## config.mk

```make
export PLATFORM = sky130hd
export DESIGN_NAME = seq_dispatcher
export DESIGN_NICKNAME = d
export VERILOG_FILES = /design/src/rtl/seq_dispatcher.sv
export SDC_FILE = /design/constraint.sdc
export NUM_CORES = 1
export LEC_CHECK = 0
export ABC_AREA = 1
export BUFFER_PORTS_ARGS = -buffer_cell sky130_fd_sc_hd__buf_2
export CAP_MARGIN = 20
export CORE_MARGIN = 2
export CORE_UTILIZATION = 45
export CTS_BUF_LIST = sky130_fd_sc_hd__clkbuf_16
export CTS_CLUSTER_SIZE = 16
export DETAILED_ROUTE_END_ITERATION = 12
export PLACE_DENSITY_LB_ADDON = 0.3
export SKIP_LAST_GASP = 1
export SLEW_MARGIN = 20
export SYNTH_ARGS = -nofsm -noshare
export SYNTH_HDL_FRONTEND = slang
export SYNTH_SLANG_ARGS = --single-unit
```

## constraint.sdc

```tcl
create_clock -name clk -period 2.25 [get_ports clk]
set_clock_uncertainty 0.15 [all_clocks]
set_input_delay 0.3375 -clock clk [delete_from_list [all_inputs] [get_ports clk]]
set_output_delay 0.3375 -clock clk [all_outputs]
set_load 0.01 [all_outputs]
```

## src/rtl/seq_dispatcher.sv

```systemverilog
// seq_dispatcher: queues task start addresses and launches each one
// as a sequencer jump, only while the sequencer reports STOP.
module seq_dispatcher #(
  parameter int aw     = 7,
  parameter int depth  = 16,
  parameter int settle = 2
) (
  input  logic                     clk,
  input  logic                     rst_n,
  input  logic [aw-1:0]            req_addr,
  input  logic                     req_valid,
  output logic                     req_ready,
  input  logic                     flush,
  input  logic                     seq_stop,
  output logic [aw-1:0]            seq_addr,
  output logic                     seq_jump,
  output logic                     busy,
  output logic                     done,
  output logic [$clog2(depth):0]   level
);

  localparam int PW = $clog2(depth);
  localparam int LW = PW + 1;
  localparam int CW = (settle > 1) ? $clog2(settle) : 1;

  typedef enum logic [1:0] {
    IDLE,
    ISSUE,
    WAIT,
    RUN
  } state_t;

  state_t          r_state;
  logic [aw-1:0]   r_mem [depth];
  logic [PW-1:0]   r_wptr;
  logic [PW-1:0]   r_rptr;
  logic [LW-1:0]   r_level;
  logic [CW-1:0]   r_cnt;
  logic [aw-1:0]   r_addr;
  logic            r_jump;
  logic            r_busy;
  logic            r_done;

  logic            w_full;
  logic            w_empty;
  logic            w_push;
  logic            w_pop;

  assign w_full    = (r_level == LW'(depth));
  assign w_empty   = (r_level == '0);
  assign req_ready = ~w_full & ~flush;
  assign w_push    = req_valid & req_ready;
  assign w_pop     = (r_state == IDLE) & ~w_empty & seq_stop;

  assign seq_addr  = r_addr;
  assign seq_jump  = r_jump;
  assign busy      = r_busy;
  assign done      = r_done;
  assign level     = r_level;

  always_ff @(posedge clk) begin
    if (w_push)
      r_mem[r_wptr] <= req_addr;
  end

  always_ff @(posedge clk or negedge rst_n) begin
    if (!rst_n) begin
      r_wptr  <= '0;
      r_rptr  <= '0;
      r_level <= '0;
    end else if (flush) begin
      r_wptr  <= '0;
      r_rptr  <= '0;
      r_level <= '0;
    end else begin
      if (w_push)
        r_wptr <= r_wptr + 1'b1;
      if (w_pop)
        r_rptr <= r_rptr + 1'b1;
      if (w_push & ~w_pop)
        r_level <= r_level + 1'b1;
      else if (w_pop & ~w_push)
        r_level <= r_level - 1'b1;
    end
  end

  // seq_stop is ignored in ISSUE/WAIT while the jump propagates
  always_ff @(posedge clk or negedge rst_n) begin
    if (!rst_n) begin
      r_state <= IDLE;
      r_addr  <= '0;
      r_jump  <= 1'b0;
      r_busy  <= 1'b0;
      r_done  <= 1'b0;
      r_cnt   <= '0;
    end else begin
      r_jump <= 1'b0;
      r_done <= 1'b0;
      unique case (r_state)
        IDLE: begin
          if (w_pop) begin
            r_state <= ISSUE;
            r_addr  <= r_mem[r_rptr];
            r_jump  <= 1'b1;
            r_busy  <= 1'b1;
          end
        end
        ISSUE: begin
          r_cnt   <= CW'(settle - 1);
          r_state <= WAIT;
        end
        WAIT: begin
          if (r_cnt == '0)
            r_state <= RUN;
          else
            r_cnt <= r_cnt - 1'b1;
        end
        RUN: begin
          if (seq_stop) begin
            r_done  <= 1'b1;
            r_busy  <= 1'b0;
            r_state <= IDLE;
          end
        end
        default: r_state <= IDLE;
      endcase
    end
  end

endmodule
```

## After elaboration in Yosys (flattened, before gate mapping)

Memory sizes are Yosys's and may differ from the RTL's. A register that Yosys moved wholly into a read port is not among the register bits.
Cells that the tools add are included.

| operators by class | value |
|---|---|
| add/sub/neg operators | 5 |
| equal/unequal tests | 7 |
| multiplexer cells | 22 |
| bitwise operators | 11 |
| reduce and logical (&&, ||, !) cells | 11 |

Operators by type and width:

| cell | count |
|---|---|
| $mux 4 | 4 |
| $mux 5 | 3 |
| $mux 1 | 9 |
| $add 4x1->4 const B | 2 |
| $pmux 2 s4 | 1 |
| $reduce_bool 2->1 | 4 |
| $and 1x1->1 | 6 |
| $mux 2 | 3 |
| $ne 2x2->1 const B | 3 |
| $reduce_and 3->1 | 2 |
| $add 5x1->5 const B | 1 |
| $eq 5x5->1 const B | 1 |
| $logic_not 5->1 | 1 |
| $not 1->1 | 5 |
| $sub 5x1->5 const B | 1 |
| $eq 2x2->1 const B | 2 |
| $pmux 1 s2 | 2 |
| $reduce_bool 3->1 | 1 |
| $eq 2x1->1 const B | 1 |
| $logic_not 2->1 | 1 |
| $reduce_and 2->1 | 1 |
| $logic_not 1->1 | 1 |
| $sub 1x1->1 const B | 1 |

| word-level totals | value |
|---|---|
| flip-flop bits (word level) | 19 |
| memory bits (writable) | 112 |
| input bits | 12 |
| output and inout bits | 16 |
| logic and storage cells | 65 |
| memories | 1 |

Memory list:

| memory | depth | width | read ports | clocked after Yosys merged registers in | wr ports | RTL line | text |
|---|---|---|---|---|---|---|---|
| r_mem | 16 | 7 | 1 | 1 | 1 | 34 | `logic [aw-1:0] r_mem [depth];` |

## Depth between registers and ports, before layout

| depth | value |
|---|---|
| word-level depth | 9 |
| gate-level depth with buffers | 15 |

## Worst setup path before layout

No wires, ideal clock.

| timing path | value |
|---|---|
| path type | register to register |
| start | register r_level[1], in the netlist level[1] |
| end | register r_level[4], in the netlist level[4] |
| library setup time | 118 ps |
| data arrival time | 1927 ps |
| data required time | 1982 ps |
| path slack | 55 ps |
| stages on the path, launching flop included | 15 |
| path buffers | 1 |
| clock period less this slack | 2195 ps |
| cell sequence | dfrtp_1 -> nor2_1 -> nand3_1 -> nand3_1 -> buf_6 -> nand2_2 -> fa_1 -> nand3_1 -> nand3_1 -> nand2_1 -> nand2_1 -> nand3_1 -> nand2_1 -> nand3_1 -> nand2_1 |

| between the ends | value |
|---|---|
| cells in the longest elaborated chain, start to end | 8 |
| elaborated cells between the ends (all ways) | 18 |

RTL lines:

| element | RTL line | text |
|---|---|---|
| from (decl) | 37 | `logic [LW-1:0] r_level;` |
| from (signal assigned) | 81 | `r_level <= r_level + 1'b1;` |
| from (signal assigned) | 83 | `r_level <= r_level - 1'b1;` |
| branches (longest 8 deep; another with $sub 5x1->5) | - |  |

Several ways; the timed one is not identified. The select of a mux whose other input is x is not followed.
A chain may end at the register's enable or synchronous reset.

## Final worst setup path

| timing path | value |
|---|---|
| start | register r_state[0] |
| end | register r_level[4], in the netlist level[4] |

| between the ends | value |
|---|---|
| cells in the longest elaborated chain, start to end | 7 |
| elaborated cells between the ends (all ways) | 9 |

RTL lines:

| element | RTL line | text |
|---|---|---|
| from (decl) | 33 | `state_t r_state;` |
| from (signal assigned) | 90 | `r_state <= IDLE;` |
| from (signal assigned) | 102 | `r_state <= ISSUE;` |
| from (signal assigned) | 110 | `r_state <= WAIT;` |
| $logic_not 2->1 (*) | 53 | `assign w_pop = (r_state == IDLE) & ~w_empty & seq_stop;` |
| $and 1x1->1 (*) (2 in a row) | 53 |  |
| $not 1->1 | 80 | `if (w_push & ~w_pop)` |
| $and 1x1->1 | 80 |  |
| $mux 5 | 80 |  |
| $mux 5 | 71 | `end else if (flush) begin` |

Mark *: on every way between the ends. The rest lies on a longest branch, timed or not.

==> summary.txt <==
Clock network
  – H-Tree Depth: 4
  – Clock Pin Slew Worst Setup and Hold Paths: 60 ps
  – CTS Buf Count: 17
  – CTS Sinks: 138
  – Later-pin clock latency in the skew report: 420 ps
  – Root buf cell: clkbuf_16
  – Number of buffers on the longest clock path: 2
  – CTS tree: yes

Global routing
  – Initial antenna violation count: 0
  – Total GRT Usage: 19.61%
  – Number of global-route vias before repair: 3893
  – Pin count of the biggest net entering global routing: 57
  – First-pass GRT wire length: 21.13 mm
  – GR Overflow Total: 0

Finish
  – Syn-to-layout area delta: 18.29%
  – Multi-input gate area: 1710 µm²
  – Filler-free cell count of the finished design: 785
  – ANT cells: 0
  – FILL cells: 1145
  – Fraction of layout cells with a size suffix above 1: 17.13%
  – FF/Latch Area: 4015 µm²
  – Post-layout nets: 626

Timing
  – Achievable frequency: 467.2 MHz
  – Slew Limit Fails: 0
  – Final Hold Fails: 0
  – Crit share post-route: 95.13%
  – Min cycle time layout: 2140 ps
  – Worst setup margin: 109.6 ps
  – Slew @ Worst Pin: 606.8 ps
  – Max_slew headroom: 59.49%
  – Setup-failing EPs final: 0

Critical path
  – Critical R2R Launch: r_state[0]$_DFFE_PN0P_
  – R2R cell count: 13
  – Buf+Inv Stages, Crit Path: 1
  – Req. time, crit path: 2410 ps
  – Critical Path Source: r_state[0]$_DFFE_PN0P_
  – Reg-to-Reg End: level[4]$_DFFE_PN0P_
  – CP max stage delay: 410 ps
  – Critical path class: flip-flop to flip-flop
  – Type of origin of the critical path: flip-flop
  – Worst-path fanout max: 8
  – Slowest CP cell: dfrtp_1
  – FF-to-FF setup slack: 110 ps
  – Worst Setup End Kind: flip-flop
  – Critical path data arrival time: 2300 ps
  – Worst path cell trace: inv_2 > ha_2 > nand3_2 > nand2_4 > ha_1 > nand3_1 > nand3_1 > nand2_1 > nand2_1 > nand3_1 > nand2_1 > nand3_1 > nand2_1
  – Critical path's top delay family: simple AND/OR/NAND/NOR gates

Drt
  – DR WL/cell: 16.93 µm
  – Via count: 4091
  – Detailed router's first-iteration violation count: 321
  – Post-route DRC: 0
  – DR vias/cell: 5.211
  – Routed WL: 13.29 mm
  – Routed Antenna Nets: 0
  – DRT Pass-1 Iters: 5

Power and ir drop
  – Worst vdd ir: 0.0006433 V
  – Power Dens Cells: 1090 nW/µm²
  – Leakage: 0.002754 µW
  – Internal: 5191 µW
  – Switching Fraction: 32.10%
  – Seq pwr share: 40.8%
  – Logic pwr share: 24.6%
  – Clock share of power: 34.6%
  – Net Sw Power: 2454 µW

Min path
  – Hold Path Depth: 2
  – Hold_sp: flush
  – Hold Path Class: input port to flip-flop
  – Hold path endpoint: r_wptr[1]$_DFFE_PN0P_

Floorplanning
  – Overall die height: 118.8 µm
  – Die Span X: 118.8 µm
  – Initial Util: 46.62%
  – Die area: 14110 µm²
  – Num rows: 41
  – I/O pin count: 28
  – Core area: 12720 µm²

Synth
  – Yosys reg bits: 138
  – Largest area contributor in the netlist: edfxtp_1
  – Share of the synthesized area in the top cell type: 56.71%
  – Mapped Nets: 572
  – Synth Instances: 546
  – Library cells used by synthesis: 24
  – Register area share after synthesis: 67.68%
  – Synthesized area per cell: 10.86 µm²
  – Synth warnings: 0
  – Synth area leaders: edfxtp_1 (57%), dfrtp_1 (11%), nor2_1 (8.6%), nand3_1 (5.1%), nand2_1 (4.2%)
  – Netlist Area Pre-Place: 5931 µm²

Place
  – IO Port Bufs: 27
  – Place WS: -27.46 ps
  – Post-DP HPWL: 8.418 mm
  – GPL Wtd Cong: 0.7924
  – DP Cell Count: 747

Outcome
  – Status: completed

Run
  – Max_cap viols: 0
==> per-layer routing <==
metal | part of all wire (%) | global-route usage, % | wire [µm]
met1 | 43 | 27.28 | 5677
met3 | 7.0 | 3.861 | 924
met4 | 1.6 | 6.324 | 207
met2 | 49 | 31.11 | 6477
met5 | 0 | 0 | 0
==> kinds of logic (layout without fill, tap and decap cells) <==
logic type | Yosys count | count (layout) | share of synthesized area [%]
and+or+nand+nor | 268 | 268 | 18.48
DFF | 138 | 138 | 67.68
AOI/OAI and AO/OA | 73 | 73 | 6.203
buffers and inverters | 50 | 117 | 4.114
adders and majority gates | 14 | 14 | 3.080
xor gates and xnor gates | 3 | 3 | 0.4431
==> per-stage QoR <==
stage / area, µm² / hold slack (ps) / utilization (%) / power (µW) / TNS, ps
after CTS: 6943 / 24.20 / 54.57 / 7583 / 0
after detailed placement: 6360 / 222.3 / 49.99 / 4939 / -27.46
after floorplan: 5931 / -108.1 / - / 4319 / 0
final: 7015 / 39.18 / 55.14 / 7645 / 0
after global placement: 6360 / 215.2 / 49.99 / 4875 / 0
after global routing: 7015 / 54.32 / 55.14 / 8050 / -9.882
==> Yosys cell counts (all sizes together) <==
master / instances
nand3: 61
o21ai: 70
buf: 19
xor2: 2
edfxtp: 112
clkbuf: 6
o31ai: 1
nor2: 137
nand2: 68
ha: 13
nand4: 1
fa: 1
inv: 25
dfrtp: 26
nor3: 1
a21oi: 2
xnor2: 1
==> power by group through the flow <==
stage | Combinational [µW] | Sequential, µW | Clock, µW
6_report | 1880 | 3120 | 2640
3_3_place_gp | 1720 | 3150 | 0
4_1_cts | 1790 | 3110 | 2680
2_1_floorplan | 1130 | 3190 | 0
5_1_grt | 2110 | 3140 | 2800
3_5_place_dp | 1780 | 3160 | 0
==> area by class of cell <==
type	instances	area share, %
Multi-Input combinational cell	358	24.38
Timing Repair Buffer	60	5.850
Inverter	25	1.338
Clock buffer	17	6.064
Sequential cell	138	57.23
Clock inverter	15	2.069
Tap cell	172	3.068
==> cell usage in the layout, fill, tap and decap left out, types with 3 or more instances in the layout <==
| cell | Yosys | layout |
|---|---|---|
| inv_1 | 22 | 21 |
| o21ai_1 | 22 | 22 |
| nor2_1 | 136 | 134 |
| clkbuf_16 | 0 | 17 |
| nand2_1 | 67 | 66 |
| ha_1 | 13 | 12 |
| buf_4 | 4 | 30 |
| nand3_1 | 61 | 58 |
| clkinv_4 | 0 | 3 |
| edfxtp_1 | 112 | 112 |
| clkinvlp_4 | 0 | 6 |
| nand3_2 | 0 | 3 |
| inv_2 | 3 | 4 |
| o21ai_0 | 48 | 48 |
| dfrtp_1 | 26 | 25 |
| buf_2 | 9 | 27 |
==> sequential cells by signal, summed over array words and instances (netlist names) <==
signal / cells
busy: 1
done: 1
level: 5
r_cnt: 1
r_mem: 112
r_rptr: 4
r_state: 2
r_wptr: 4
seq_addr: 7
seq_jump: 1
==> worst reg2reg max path, stage by stage (launching register included) <==
cell	delay (ps)
dfrtp_1	410
inv_2	90
ha_2	210
nand3_2	110
nand2_4	120
ha_1	280
nand3_1	120
nand3_1	90
nand2_1	60
nand2_1	90
nand3_1	130
nand2_1	60
nand3_1	60
nand2_1	50
==> worst max-delay path by stage <==
stage	endpoint	slack, ps	depth (start not counted)
floorplan	level[4]$_DFFE_PN0P_	60	14
global placement	level[4]$_DFFE_PN0P_	150	13
detailed placement	level[4]$_DFFE_PN0P_	-30	13
CTS	level[4]$_DFFE_PN0P_	4	13
global route	level[4]$_DFFE_PN0P_	-10	13
finish	level[4]$_DFFE_PN0P_	110	13
==> timing repair <==
item | CTS | global route
gates resized for setup | 1 | 10
buffers inserted | 0 | 5
hold endpoints to repair | 26 | 0
pin swaps | 0 | 2
hold buffers | 1 | 0
endpoints found under the setup margin | 1 | 2
No activity file was read; power rests on OpenSTA's default activity.
